**config.mk**
```make
export PLATFORM = sky130hd
export DESIGN_NAME = collect_2x1_seq
export DESIGN_NICKNAME = d
export VERILOG_FILES = /design/src/rtl/collect_2x1_seq.sv
export SDC_FILE = /design/constraint.sdc
export NUM_CORES = 1
export LEC_CHECK = 0
export BUFFER_PORTS_ARGS = -buffer_cell sky130_fd_sc_hd__buf_2
export CAP_MARGIN = 40
export CORE_ASPECT_RATIO = 0.7
export CORE_UTILIZATION = 45
export DETAILED_ROUTE_END_ITERATION = 6
export PLACE_DENSITY = 0.71
export REMOVE_ABC_BUFFERS = 1
export SLEW_MARGIN = 20
export SYNTH_ARGS = -nofsm -noshare
export SYNTH_HDL_FRONTEND = slang
export SYNTH_SLANG_ARGS = --single-unit
export TNS_END_PERCENT = 10
```
**constraint.sdc**
```tcl
create_clock -name clk -period 2.9 [get_ports clk]
set_input_delay 0.58 -clock clk [delete_from_list [all_inputs] [get_ports clk]]
set_output_delay 0.58 -clock clk [all_outputs]
set_load 0.005 [all_outputs]
```
**src/rtl/collect_2x1_seq.sv**
```systemverilog
// rtl/collect_2x1_seq.sv - sequential 2-to-1 collection switch with one-entry hold buffer
//
// Merges two input lanes onto one output lane under a per-cycle command.
// When both lanes are taken in one cycle, the low word goes straight to the
// output register and the high word waits in the hold entry. This serialises
// the pair low-first and never drops a word.
//
// Ports:
//   clk         clock, rising edge
//   rst         asynchronous active-low reset
//   i_valid     per-lane valid, bit 0 = low lane, bit 1 = high lane
//   i_data_bus  {data_high, data_low}
//   o_ready     per-lane accept, combinational from state/i_ready/i_en/i_cmd
//   o_valid     output word valid
//   o_data_bus  output word, zero when o_valid = 0
//   o_src       lane the output word came from (0 low, 1 high)
//   i_ready     upstream accepts the output word this cycle
//   i_en        gates acceptance only; buffered words still drain
//   i_cmd       00 none, 01 low only, 10 high only, 11 both
module collect_2x1_seq #(
    parameter int DATA_WIDTH     = 32,
    parameter int COMMMAND_WIDTH = 2
) (
    input  logic                      clk,
    input  logic                      rst,
    input  logic [1:0]                i_valid,
    input  logic [2*DATA_WIDTH-1:0]   i_data_bus,
    output logic [1:0]                o_ready,
    output logic                      o_valid,
    output logic [DATA_WIDTH-1:0]     o_data_bus,
    output logic                      o_src,
    input  logic                      i_ready,
    input  logic                      i_en,
    input  logic [COMMMAND_WIDTH-1:0] i_cmd
);

    typedef enum logic [1:0] {
        S_EMPTY = 2'd0,
        S_ONE   = 2'd1,
        S_TWO   = 2'd2
    } state_t;

    state_t                state, state_nxt;
    logic                  valid_nxt;
    logic [DATA_WIDTH-1:0] data_nxt;
    logic                  src_nxt;
    logic [DATA_WIDTH-1:0] hold_data, hold_nxt;

    logic                  pop;
    logic                  space;
    logic [1:0]            acc;
    logic [DATA_WIDTH-1:0] data_low, data_high;

    assign data_low  = i_data_bus[DATA_WIDTH-1:0];
    assign data_high = i_data_bus[2*DATA_WIDTH-1:DATA_WIDTH];

    assign pop   = o_valid & i_ready;
    assign space = (state == S_EMPTY) | ((state == S_ONE) & i_ready);

    // rst is folded in so no lane is offered acceptance while reset is held.
    assign o_ready = i_cmd[1:0] & {2{i_en & space & rst}};
    assign acc     = i_valid & o_ready;

    always_ff @(posedge clk or negedge rst) begin
        if (!rst) begin
            state      <= S_EMPTY;
            o_valid    <= 1'b0;
            o_data_bus <= '0;
            o_src      <= 1'b0;
            hold_data  <= '0;
        end else begin
            state      <= state_nxt;
            o_valid    <= valid_nxt;
            o_data_bus <= data_nxt;
            o_src      <= src_nxt;
            hold_data  <= hold_nxt;
        end
    end

    always_comb begin
        state_nxt = state;
        valid_nxt = o_valid;
        data_nxt  = o_data_bus;
        src_nxt   = o_src;
        hold_nxt  = hold_data;

        case (state)
            S_EMPTY, S_ONE: begin
                // Without space (S_ONE and no pop) nothing is accepted and
                // the output register holds.
                if (space) begin
                    case (acc)
                        2'b11: begin
                            valid_nxt = 1'b1;
                            data_nxt  = data_low;
                            src_nxt   = 1'b0;
                            hold_nxt  = data_high;
                            state_nxt = S_TWO;
                        end
                        2'b01: begin
                            valid_nxt = 1'b1;
                            data_nxt  = data_low;
                            src_nxt   = 1'b0;
                            state_nxt = S_ONE;
                        end
                        2'b10: begin
                            valid_nxt = 1'b1;
                            data_nxt  = data_high;
                            src_nxt   = 1'b1;
                            state_nxt = S_ONE;
                        end
                        default: begin
                            // Popped with nothing to replace it: go idle.
                            valid_nxt = 1'b0;
                            data_nxt  = '0;
                            src_nxt   = 1'b0;
                            state_nxt = S_EMPTY;
                        end
                    endcase
                end
            end
            S_TWO: begin
                if (pop) begin
                    valid_nxt = 1'b1;
                    data_nxt  = hold_data;
                    src_nxt   = 1'b1;
                    hold_nxt  = '0;
                    state_nxt = S_ONE;
                end
            end
            default: begin
                valid_nxt = 1'b0;
                data_nxt  = '0;
                src_nxt   = 1'b0;
                hold_nxt  = '0;
                state_nxt = S_EMPTY;
            end
        endcase
    end

endmodule

```
==> flow_summary.toml <==
[placement]
hpwl_um = 6270
dp_cells = 515
gp_congestion = 0.898
io_buffers = 107
place_ws_ps = 312
dpl_cell_area_um2 = 4050

[logic_synthesis]
ys_ff_latch = 68
ys_types = 35
synth_area_per_cell_um2 = 10.4
yosys_warnings = 0
netlist_area_um2 = 3530
synth_cells = 341
yosys.area.top_type = "dfrtp_1"
netlist.area_leader.share_pct = 48.2
ys_top_cells_by_area = "dfrtp_1, a22o_1, a32oi_1, nand4_1, a31oi_1"
ys_seq_area_share_pct = 48.2

[finish]
regArea_um2 = 1700
fill_cells = 683
mostFrequentLayoutCell = "buf_2"
nNetsFinal = 504
layout_common_cells = "buf_2, dfrtp_1, nand4_1, o21ai_0"
diodes = 0
fin_cells = 531
final_util_pct = 57.5
multi_input_area_um2 = 1450
drive_above_1_share_pct = 32.8
fin_area_um2 = 4290
area_delta_synth_final_pct = 21.4

[setup_path]
critPathLaunchType = "flip-flop"
worst_ep_required_time_ps = 3150
crit_path_max_fanout = 32
endpoint_kind = "flip-flop"
crit_type = "reg -> reg"
arrival_ps = 2820

[detailed_routing]
drt-initial-drc-count = 243
vias = 3390
drt-wirelength-per-cell_um = 19.7
firstDrtPassIters = 5
drt_wl_total_um = 10500
drc = 0
ant_nets = 0
via_per_inst = 6.38

[global_routing]
grt_pass1_wl_um = 16800
grt_overflow = 0
grt_max_degree = 54
antenna_found_initial = 1
grt_usage_pct = 26.4
grt_pass1_vias = 3282

[clock_tree]
post_cts_buffers = 0
clkLatencyLatePin_ps = 350
clkSinkCount = 68
clk_pin_slew_ps = 70
cts_tree = "done"
clock_path_buffers = 2
htreeDepth = 3
cts_resized = 0
cts_root_buf = "clkbuf_8"
ctsHoldBuffers = 0
cts_made_buffers = 9

[power]
p_sw_uw = 625
p_leak_uw = 0.00197
peakVddDrop_uv = 251
intPower_uw = 1730
seqPwrFrac_pct = 46.1
switching_share_pct = 26.5
power_density_nw_per_um2 = 550
combinationalPowerShare_pct = 15.6
p_clk_share_pct = 38.3

[floorplanning]
die-area_um2 = 8210
fp.dieH_um = 76.1
num_io_pins = 108
dieWidth_um = 108
rows = 26
core-area_um2 = 7450
start_util_pct = 47.4

[timing]
period_needed_ps = 2570
finClkSkew_ps = 11.5
worst_slew_pin_slew_ps = 712
hold_violations = 0
max_freq_ghz = 0.390
slew_violations = 0
setup_viol = 0
finalCritPeriodShare_pct = 88.5
setup_ws_ps = 333
worst_slew_margin_rel_pct = 52.5
rsz0062_at_grt = "false"

[run_status]
status = "complete, no violations"

[job]
maxCapViolations = 0

[hold_path]
hold_class = "in -> async"
Yosys cell counts, drive strengths merged:
library cell / instances
a211oi: 1
a21boi: 1
a21o: 2
a21oi: 2
a22o: 32
a22oi: 1
a31oi: 32
a32oi: 32
and2: 2
and2b: 1
and3: 3
and4: 2
and4b: 1
buf: 34
clkbuf: 7
dfrtp: 68
ha: 4
inv: 33
nand2: 2
nand2b: 1
nand4: 33
nor2: 3
nor2b: 4
nor3: 1
nor3b: 3
o21ai: 33
o22ai: 1
o31ai: 1
o32ai: 1
final cells by class:
class                   instances  area share, %
clock inverters                 5           1.93
clock buffers                  11           3.53
well taps                      98           2.86
multi-input cells             199           33.7
inverters                      33           2.89
flip-flops and latches         68           39.7
repair buffers                117           15.4
worst max-delay path, cell delays in order, from the launching register on:
cell and delay (ps):
dfrtp_1 580, nor2b_2 300, and4_1 270, nand2_1 120, ha_1 220, and4b_1 240
buf_4 370, nand4_1 150, a32oi_1 240
path summary, 6_finish.rpt:
| path | startpoint | end | slack [ps] | cells past startpoint |
|---|---|---|---|---|
| worst max-delay path | state[1] | o_data_bus[18] | 330 | 8 |
| worst min-delay path | rst | o_valid | 120 | 1 |
| worst max register to register | state[1] | o_data_bus[18] | 330 | 8 |
| worst min register to register | hold_data[12] | hold_data[12] | 500 | 1 |
| max in group asynchronous | rst | o_data_bus[29] | 1830 | 2 |
| min in group clk | i_data_bus[52] | hold_data[20] | 470 | 2 |
power groups by stage:
stage	clock (uW)	combinational [uW]	sequential (uW)
global placement	0	350	1100
detailed placement	0	366	1100
finish	904	368	1090
CTS	923	367	1090
global route	958	404	1100
floorplan	0	165	1100
registers in the layout, indices dropped and copies added (netlist names):
signal,flops
hold_data,32
o_valid,1
state,2
o_src,1
o_data_bus,32
cell families after synthesis:
group	Yosys count	share of synthesized area, %
compound gates	139	28.6
flops	68	48.2
simple gates	56	10.8
buf+inv	74	11.0
fa+ha+maj	4	1.42
layer usage:
layer,vias to the layer above,share of wire (%),GRT usage [%],wire length [um]
li1,1496,-,-,-
met1,1684,44,35.2,4580
met2,192,44,41.3,4620
met3,18,11,8.30,1120
met4,0,1.5,7.26,157
met5,-,0,0,0
per-stage QoR:
step	hold WS, ps	setup TNS (ps)	power [uW]
finish	118	0	2360
global route	120	0	2460
CTS	105	0	2380
detailed placement	485	0	1470
global placement	482	0	1450
floorplan	284	-41040	1260
No activity file was read; power rests on OpenSTA's default activity.
